--- src/rtl/axis_iq_splitter.sv ---
// -----------------------------------------------------------------------------
// axis_iq_splitter
//
// Source side of the beamformer channel datapath. Accepts one interleaved I/Q
// AXI stream and emits two lockstep streams, one carrying the real (I) samples
// and one carrying the imaginary (Q) samples. Two input beats pack into one
// output beat. A frame ending on a first-half beat is padded: upper lanes carry
// zero data with zero tkeep.
//
// Ports
//   clock, resetn          clock; synchronous active-low reset
//   s_axis_*               interleaved input stream (tdata lane k: I at
//                          [2*S*k +: S], Q at [2*S*k + S +: S])
//   m_axis_real_*          real output stream (sample j at [S*j +: S])
//   m_axis_imag_*          imag output stream (same layout, Q samples)
//   frame_count            number of input tlast beats accepted (wraps)
//   odd_frame              sticky flag: some frame ended on a first-half beat
// -----------------------------------------------------------------------------
module axis_iq_splitter #(
    parameter int DATA_WIDTH   = 128,
    parameter int SAMPLE_WIDTH = 16
) (
    input  logic                    clock,
    input  logic                    resetn,

    input  logic [DATA_WIDTH-1:0]   s_axis_tdata,
    input  logic [DATA_WIDTH/8-1:0] s_axis_tkeep,
    input  logic                    s_axis_tvalid,
    output logic                    s_axis_tready,
    input  logic                    s_axis_tlast,

    output logic [DATA_WIDTH-1:0]   m_axis_real_tdata,
    output logic [DATA_WIDTH/8-1:0] m_axis_real_tkeep,
    output logic                    m_axis_real_tvalid,
    input  logic                    m_axis_real_tready,
    output logic                    m_axis_real_tlast,

    output logic [DATA_WIDTH-1:0]   m_axis_imag_tdata,
    output logic [DATA_WIDTH/8-1:0] m_axis_imag_tkeep,
    output logic                    m_axis_imag_tvalid,
    input  logic                    m_axis_imag_tready,
    output logic                    m_axis_imag_tlast,

    output logic [31:0]             frame_count,
    output logic                    odd_frame
);

    localparam int CPLX_PER_BEAT = DATA_WIDTH / (2 * SAMPLE_WIDTH);
    localparam int KEEP_WIDTH    = DATA_WIDTH / 8;
    localparam int HALF_WIDTH    = DATA_WIDTH / 2;
    localparam int HALF_KEEP     = KEEP_WIDTH / 2;
    localparam int SAMPLE_BYTES  = SAMPLE_WIDTH / 8;

    localparam logic [1:0] ST_LO    = 2'd0;
    localparam logic [1:0] ST_HI    = 2'd1;
    localparam logic [1:0] ST_FLUSH = 2'd2;

    logic [1:0]            state;
    logic [1:0]            state_next;
    logic                  ready_en;

    // First-half beat, already split into real and imag halves.
    logic [HALF_WIDTH-1:0] lo_real;
    logic [HALF_WIDTH-1:0] lo_imag;
    logic [HALF_KEEP-1:0]  lo_real_keep;
    logic [HALF_KEEP-1:0]  lo_imag_keep;

    // Incoming beat split into halves.
    logic [HALF_WIDTH-1:0] in_real;
    logic [HALF_WIDTH-1:0] in_imag;
    logic [HALF_KEEP-1:0]  in_real_keep;
    logic [HALF_KEEP-1:0]  in_imag_keep;

    logic                  real_pend;
    logic                  imag_pend;
    logic                  out_free;
    logic                  accept;

    logic                  store_lo;
    logic                  load;
    logic [DATA_WIDTH-1:0] load_real;
    logic [DATA_WIDTH-1:0] load_imag;
    logic [KEEP_WIDTH-1:0] load_real_keep;
    logic [KEEP_WIDTH-1:0] load_imag_keep;
    logic                  load_last;

    // De-interleave: lane k contributes sample k of each half.
    // NOTE: every signal driven in always_comb gets a default first so no
    // path through the block can leave it unassigned and infer a latch.
    always_comb begin
        in_real      = '0;
        in_imag      = '0;
        in_real_keep = '0;
        in_imag_keep = '0;
        for (int k = 0; k < CPLX_PER_BEAT; k++) begin
            in_real[k*SAMPLE_WIDTH +: SAMPLE_WIDTH] =
                s_axis_tdata[2*k*SAMPLE_WIDTH +: SAMPLE_WIDTH];
            in_imag[k*SAMPLE_WIDTH +: SAMPLE_WIDTH] =
                s_axis_tdata[2*k*SAMPLE_WIDTH + SAMPLE_WIDTH +: SAMPLE_WIDTH];
            in_real_keep[k*SAMPLE_BYTES +: SAMPLE_BYTES] =
                s_axis_tkeep[2*k*SAMPLE_BYTES +: SAMPLE_BYTES];
            in_imag_keep[k*SAMPLE_BYTES +: SAMPLE_BYTES] =
                s_axis_tkeep[2*k*SAMPLE_BYTES + SAMPLE_BYTES +: SAMPLE_BYTES];
        end
    end

    // The output register can take a new beat this edge if each stream is
    // either empty or draining now.
    assign out_free = (!real_pend || m_axis_real_tready) &&
                      (!imag_pend || m_axis_imag_tready);

    // Input ready never looks at tvalid/tlast. ready_en holds it low for the
    // cycle that follows reset.
    assign s_axis_tready = ready_en &&
                           ((state == ST_LO) || ((state == ST_HI) && out_free));
    assign accept        = s_axis_tvalid && s_axis_tready;

    always_comb begin
        state_next     = state;
        store_lo       = 1'b0;
        load           = 1'b0;
        load_real      = '0;
        load_imag      = '0;
        load_real_keep = '0;
        load_imag_keep = '0;
        load_last      = 1'b0;
        case (state)
            ST_LO: begin
                if (accept) begin
                    store_lo = 1'b1;
                    if (!s_axis_tlast) begin
                        state_next = ST_HI;
                    end else if (out_free) begin
                        // Odd-length frame and room to emit: pad straight
                        // from the incoming beat.
                        load           = 1'b1;
                        load_real      = {{HALF_WIDTH{1'b0}}, in_real};
                        load_imag      = {{HALF_WIDTH{1'b0}}, in_imag};
                        load_real_keep = {{HALF_KEEP{1'b0}}, in_real_keep};
                        load_imag_keep = {{HALF_KEEP{1'b0}}, in_imag_keep};
                        load_last      = 1'b1;
                    end else begin
                        state_next = ST_FLUSH;
                    end
                end
            end
            ST_HI: begin
                if (accept) begin
                    load           = 1'b1;
                    load_real      = {in_real, lo_real};
                    load_imag      = {in_imag, lo_imag};
                    load_real_keep = {in_real_keep, lo_real_keep};
                    load_imag_keep = {in_imag_keep, lo_imag_keep};
                    load_last      = s_axis_tlast;
                    state_next     = ST_LO;
                end
            end
            ST_FLUSH: begin
                if (out_free) begin
                    load           = 1'b1;
                    load_real      = {{HALF_WIDTH{1'b0}}, lo_real};
                    load_imag      = {{HALF_WIDTH{1'b0}}, lo_imag};
                    load_real_keep = {{HALF_KEEP{1'b0}}, lo_real_keep};
                    load_imag_keep = {{HALF_KEEP{1'b0}}, lo_imag_keep};
                    load_last      = 1'b1;
                    state_next     = ST_LO;
                end
            end
            default: state_next = ST_LO;
        endcase
    end

    // NOTE: sequential state uses non-blocking assignments so every register
    // samples pre-edge values regardless of statement order.
    always_ff @(posedge clock) begin
        if (!resetn) begin
            // NOTE: the data registers are reset as well, both because the
            // outputs must read zero out of reset and so no half-beat from
            // an interrupted frame can leak into the next one.
            state              <= ST_LO;
            ready_en           <= 1'b0;
            lo_real            <= '0;
            lo_imag            <= '0;
            lo_real_keep       <= '0;
            lo_imag_keep       <= '0;
            real_pend          <= 1'b0;
            imag_pend          <= 1'b0;
            m_axis_real_tdata  <= '0;
            m_axis_imag_tdata  <= '0;
            m_axis_real_tkeep  <= '0;
            m_axis_imag_tkeep  <= '0;
            m_axis_real_tlast  <= 1'b0;
            m_axis_imag_tlast  <= 1'b0;
            frame_count        <= '0;
            odd_frame          <= 1'b0;
        end else begin
            ready_en <= 1'b1;
            state    <= state_next;

            if (store_lo) begin
                lo_real      <= in_real;
                lo_imag      <= in_imag;
                lo_real_keep <= in_real_keep;
                lo_imag_keep <= in_imag_keep;
            end

            if (load) begin
                m_axis_real_tdata <= load_real;
                m_axis_imag_tdata <= load_imag;
                m_axis_real_tkeep <= load_real_keep;
                m_axis_imag_tkeep <= load_imag_keep;
                m_axis_real_tlast <= load_last;
                m_axis_imag_tlast <= load_last;
                real_pend         <= 1'b1;
                imag_pend         <= 1'b1;
            end else begin
                // Each stream drains on its own handshake; a stream that has
                // already been taken stays invalid until the next load.
                if (real_pend && m_axis_real_tready) real_pend <= 1'b0;
                if (imag_pend && m_axis_imag_tready) imag_pend <= 1'b0;
            end

            if (accept && s_axis_tlast) begin
                frame_count <= frame_count + 32'd1;
                if (state == ST_LO) odd_frame <= 1'b1;
            end
        end
    end

    assign m_axis_real_tvalid = real_pend;
    assign m_axis_imag_tvalid = imag_pend;

endmodule

--- config.mk ---
export PLATFORM = sky130hd
export DESIGN_NAME = axis_iq_splitter
export DESIGN_NICKNAME = d
export VERILOG_FILES = /design/src/rtl/axis_iq_splitter.sv
export SDC_FILE = /design/constraint.sdc
export NUM_CORES = 1
export LEC_CHECK = 0
export CAP_MARGIN = 25
export CORE_ASPECT_RATIO = 0.8
export CORE_MARGIN = 3
export CORE_UTILIZATION = 43
export CTS_BUF_LIST = sky130_fd_sc_hd__clkbuf_16
export DETAILED_ROUTE_END_ITERATION = 6
export DONT_BUFFER_PORTS = 1
export PLACE_DENSITY = 0.69
export SETUP_SLACK_MARGIN = 0.5
export SLEW_MARGIN = 30
export SYNTH_ARGS = -nofsm -noshare
export SYNTH_HDL_FRONTEND = slang
export SYNTH_SLANG_ARGS = --single-unit
--- constraint.sdc ---
create_clock -name clock -period 2.6 [get_ports clock]
set_input_delay 0.13 -clock clock [delete_from_list [all_inputs] [get_ports clock]]
set_output_delay 0.13 -clock clock [all_outputs]
set_load 0.03 [all_outputs]
Word-level counts from Yosys, hierarchy flattened:

Index checks and enable logic that the tools add are counted.

* bits in registers: 471
* input bits: 150
* output and inout bits: 326
* logic and storage cells: 82

* $add $sub $neg: 1
* eq/ne operators: 6
* multiplexer cells: 43
* reduce and logical (&&, ||, !) cells: 17

Operators by type and width (count)
* $pmux W128 S3: 2
* $mux W64: 8
* $mux W128: 2
* $pmux W16 S3: 2
* $mux W8: 8
* $add A32 B1 Y32 const B: 1
* $mux W16: 2
* $mux W1: 11
* $mux W2: 5
* $logic_and A1 B1 Y1: 7
* $ne A2 B2 Y1 const B: 3
* $pmux W1 S3: 2
* $pmux W2 S3: 1
* $reduce_and A4 Y1: 1
* $reduce_bool A2 Y1: 2
* $logic_or A1 B1 Y1: 3
* $ne A3 B3 Y1 const B: 1
* $eq A2 B1 Y1 const B: 1
* $eq A2 B2 Y1 const B: 1
* $logic_not A1 Y1: 2
* $logic_not A2 Y1: 1
* $reduce_and A2 Y1: 1

Logic depth before layout (Yosys ltp):

* word-level depth: 10
* gate-level depth with buffers: 7
* depth with buffers taken out: 5

Least setup slack after synthesis:

No wires, ideal clock.

* kind: register to register
* start: register frame_count[15]
* end: register frame_count[27]
* library setup time: 0.070 ns
* data arrival time: 2.150 ns
* required time: 2.530 ns
* setup slack: 0.379 ns
* stages on the path, launching flop included: 8
* buffers on the path: 2
* clock period less this slack: 2.221 ns
* cell sequence: dfxtp_1 -> and4_1 -> clkbuf_1 -> nand4_1 -> or4_4 -> buf_6 -> or4_1 -> a21oi_1

* cells in the longest elaborated chain, start to end: 1

Ends and longest elaborated chain
* from (decl): line 44 `output logic [31:0] frame_count,`
* from (signal assigned): line 224 `frame_count <= frame_count + 32'd1;`
* $add A32 B1 Y32: line 224

Every way passes these cells.
A chain may end at the register's enable or synchronous reset.

Worst setup path after layout:

* start: register frame_count[5]
* end: register frame_count[23]

Same word-level chain as after synthesis.

==> metrics <==
result of the run=finished clean; Crit. End Element=flip-flop; top flip-flop cell by instance count after synthesis=dfxtp_1; Fillers=between 3000 and 4000; gr ovfl total=0; number of pins with negative max-slew slack in the final report=0; layout overhead on the synthesized area=23.1%; share of synthesized flip-flops with an asynchronous set or reset=0%; number of max-cap violations=0; Total Die Area=a little over 40000 sq um; syn nets=around 2000; Hold/Removal Path Class=in2reg; gr usage total=between 20% and 30%; FP Rows=63; synth unique cells=44; worst hold margin=~0.053 ns; Slew headroom=a little over two fifths; post-detailed-route via-to-cell ratio=5.85; clock latency reported for the late side of the worst-skew pair=0.55 ns; crit-path leading delay family=simple AND/OR/NAND/NOR gates; fraction of final layout cells with drive strength greater than 1=between 8 and 9%; CTS tree=built; slew at the pin closest to its max-slew limit=around 0.87 ns; num ports=476; number of antenna violations at the first check in global routing=1; number of failing hold endpoints at the final stage=0; largest buffer count on any clock path=3; via count of the first global-routing pass=between 10000 and 15000; area of the mapped netlist=approximately 16000 sq um; detailed-route wire length=a little over 50000 um; maximum number of pins on one net before global-route repair=164; Std-Cell Core Area=37400 sq um; net count reported at finish=slightly above 2000; total setup violations reported at the end of the flow=0; endpoint arrival time on the critical path=2.50 ns; number of sinks driven by the clock tree=about 470; CP max-delay cell=or4_4; total negative slack=0 ns; Avg Cell Area, Syn=9.16 sq um; Seq/Total Area, Yosys=~57%; buffer and inverter count on the worst path=1; clock period minus worst slack=just over 2 ns; global-route wire length before repair=77700 um; detailed placement HPWL=slightly above 30000 um; DRC violation count after routing=0; first-iteration detailed-routing DRC count=around 1200; Static Leak=roughly 7.1 nW; power density relative to cell area=745 nW/um^2; remaining number of nets flagged by the antenna check after routing=0; Die Span Y=about 180 um; Worst VDD drop=~490 uV; worst setup skew after layout=0.00895 ns; combined area of the multi-input logic cells=between 6000 and 7000 sq um; required time of the critical path=around 3 ns; number of I/O port buffers=0; post-synthesis register bit count=471; drt wl/cell=approximately 21 um; effective utilization at floorplan=between 40 and 50%; Worst Path Class, Setup=reg2reg; Final period util=roughly four fifths; clock slew seen by the registers of the worst setup and hold paths=~0.07 ns; clock buffers created by TritonCTS=45; maximum level of the CTS H-tree=2; Fmax=roughly 490 MHz; final weighted congestion in routability-driven placement=a little under 0.8; sequential cell area=approximately 9500 sq um; Detailed Routing Iterations Pass 1=7; Via Count=about 14000; Worst setup SP type=flip-flop; crit-path cells=and4_4 > nand3_2 > or4_4 > buf_6 > or3_1 > a21oi_1; setup repair after global routing missed its margin=yes; number of synthesized flops with an enable pin=0; maximum fanout along the worst path=6; Mapped Cells=1801; Die X=around 220 um; Max stage delay on crit path=between 0.5 and 0.6 ns; number of warnings issued by yosys=0; buffer cell driving the clock tree root=clkbuf_16
## where the power goes
part	switching, mW	internal (mW)	leakage [nW]
clock	2.78	3.48	0.703
combinational	0.643	0.422	2.60
sequential	0.380	7.43	3.83
## layer usage
metal  share of wire, %  wire length (um)  vias to the layer above  track usage (%)
li1                   -                 -                     6585                -
met1                 41             20700                     6855             29.8
met2                 46             23400                      611             37.0
met3                8.1              4090                      136             6.25
met4                4.4              2210                        0             10.1
met5                  0                 0                        -                0
## worst min-delay path, cell delays in order
cell and delay (ns):
nor2b_2 0.03, buf_4 0.15, nor3_1 0.17, nor4_1 0.07
## flip-flops by register name (all words and copies together), names as in the netlist
| signal | flops |
|---|---|
| m_axis_imag_tlast | 1 |
| m_axis_imag_tvalid | 1 |
| odd_frame | 1 |
| m_axis_imag_tdata | 128 |
| state | 2 |
| lo_imag_keep | 8 |
| lo_real | 64 |
| m_axis_real_tdata | 128 |
| ready_en | 1 |
| lo_imag | 64 |
| m_axis_real_tvalid | 1 |
| m_axis_imag_tkeep | 16 |
| frame_count | 32 |
| m_axis_real_tkeep | 16 |
| lo_real_keep | 8 |
## cell usage after synthesis, drive strengths merged (3+ instances only)
master / count / area [sq um]
nor4b: 5 / 43.8
nand2b: 4 / 25.0
and4: 6 / 52.6
a22oi: 144 / 1080
nand2: 447 / 1680
xnor2: 17 / 149
dfxtp: 471 / 9430
o31ai: 4 / 30.0
buf: 38 / 175
nor2: 29 / 109
or2: 3 / 18.8
or3: 4 / 25.0
a22o: 144 / 1260
clkbuf: 115 / 432
nand3: 10 / 50.1
a21oi: 299 / 1500
xor2: 5 / 43.8
nor4: 13 / 87.6
nor3: 7 / 35.0
o21ai: 4 / 20.0
or4: 6 / 48.8
nand4: 7 / 58.8
## cell families after synthesis
group | after synthesis | synth area share, %
mux | 1 | 0.0607
flops | 471 | 57.2
compound gates | 600 | 23.8
fa+ha+maj | 1 | 0.0758
simple gates | 551 | 14.0
buf+inv | 155 | 3.72
xor+xnor | 22 | 1.17
## repair_timing
item | in CTS | in global routing
resized for setup | 18 | 19
hold buffers | 149 | 0
gates cloned | 1 | 1
pin swaps | 4 | 6
hold endpoints to repair | 466 | 0
setup endpoints to repair | 175 | 217
buffers inserted | 8 | 4
## cell usage in the layout (no fill, tap or decap), types with 17 or more instances in the layout
| master | netlist | routed |
|---|---|---|
| dfxtp_1 | 471 | 457 |
| nand2_1 | 447 | 447 |
| a21oi_1 | 299 | 297 |
| dlygate4sd3_1 | 0 | 149 |
| a22oi_1 | 144 | 144 |
| a22o_1 | 144 | 144 |
| clkbuf_16 | 0 | 48 |
| buf_4 | 2 | 35 |
| nor2_1 | 29 | 27 |
| buf_12 | 0 | 18 |
| xnor2_1 | 17 | 17 |
## cell type report
| type | count | area share [%] |
|---|---|---|
| sequential | 471 | 46.6 |
| multi-input combinational | 1175 | 32.2 |
| timing repair buffer | 210 | 11.2 |
| clock buffer | 47 | 5.79 |
| tap | 487 | 3.00 |
| clock inverter | 34 | 1.09 |
| inverter | 2 | 0.0739 |
| antenna | 1 | 0.0123 |
## stage by stage
stage / setup WS (ns) / util [%] / total power, mW / cells / cell area [sq um]
global placement: 0.423 / 45.8 / 8.69 / 2182 / 17200
global route: 0.488 / 54.3 / 15.7 / 2427 / 20300
finish: 0.568 / 54.3 / 15.1 / 2427 / 20300
detailed placement: 0.367 / 45.8 / 8.72 / 2182 / 17200
floorplan: 0.501 / - / 8.46 / 1801 / 16500
CTS: 0.406 / 54.0 / 15.2 / 2421 / 20200
## worst paths after layout
check             cells past startpoint  slack, ns                         from                            to
hold reg to reg                       2       0.45     lo_imag[63]$_SDFFE_PN0P_      lo_imag[63]$_SDFFE_PN0P_
hold / removal                        4       0.05           m_axis_real_tready         state[0]$_SDFFE_PN0P_
setup / recovery                      6       0.57  frame_count[5]$_SDFFE_PN0N_  frame_count[23]$_SDFFE_PN0N_
setup reg to reg                      6       0.57  frame_count[5]$_SDFFE_PN0N_  frame_count[23]$_SDFFE_PN0N_
(Power assumes the default switching activity.)
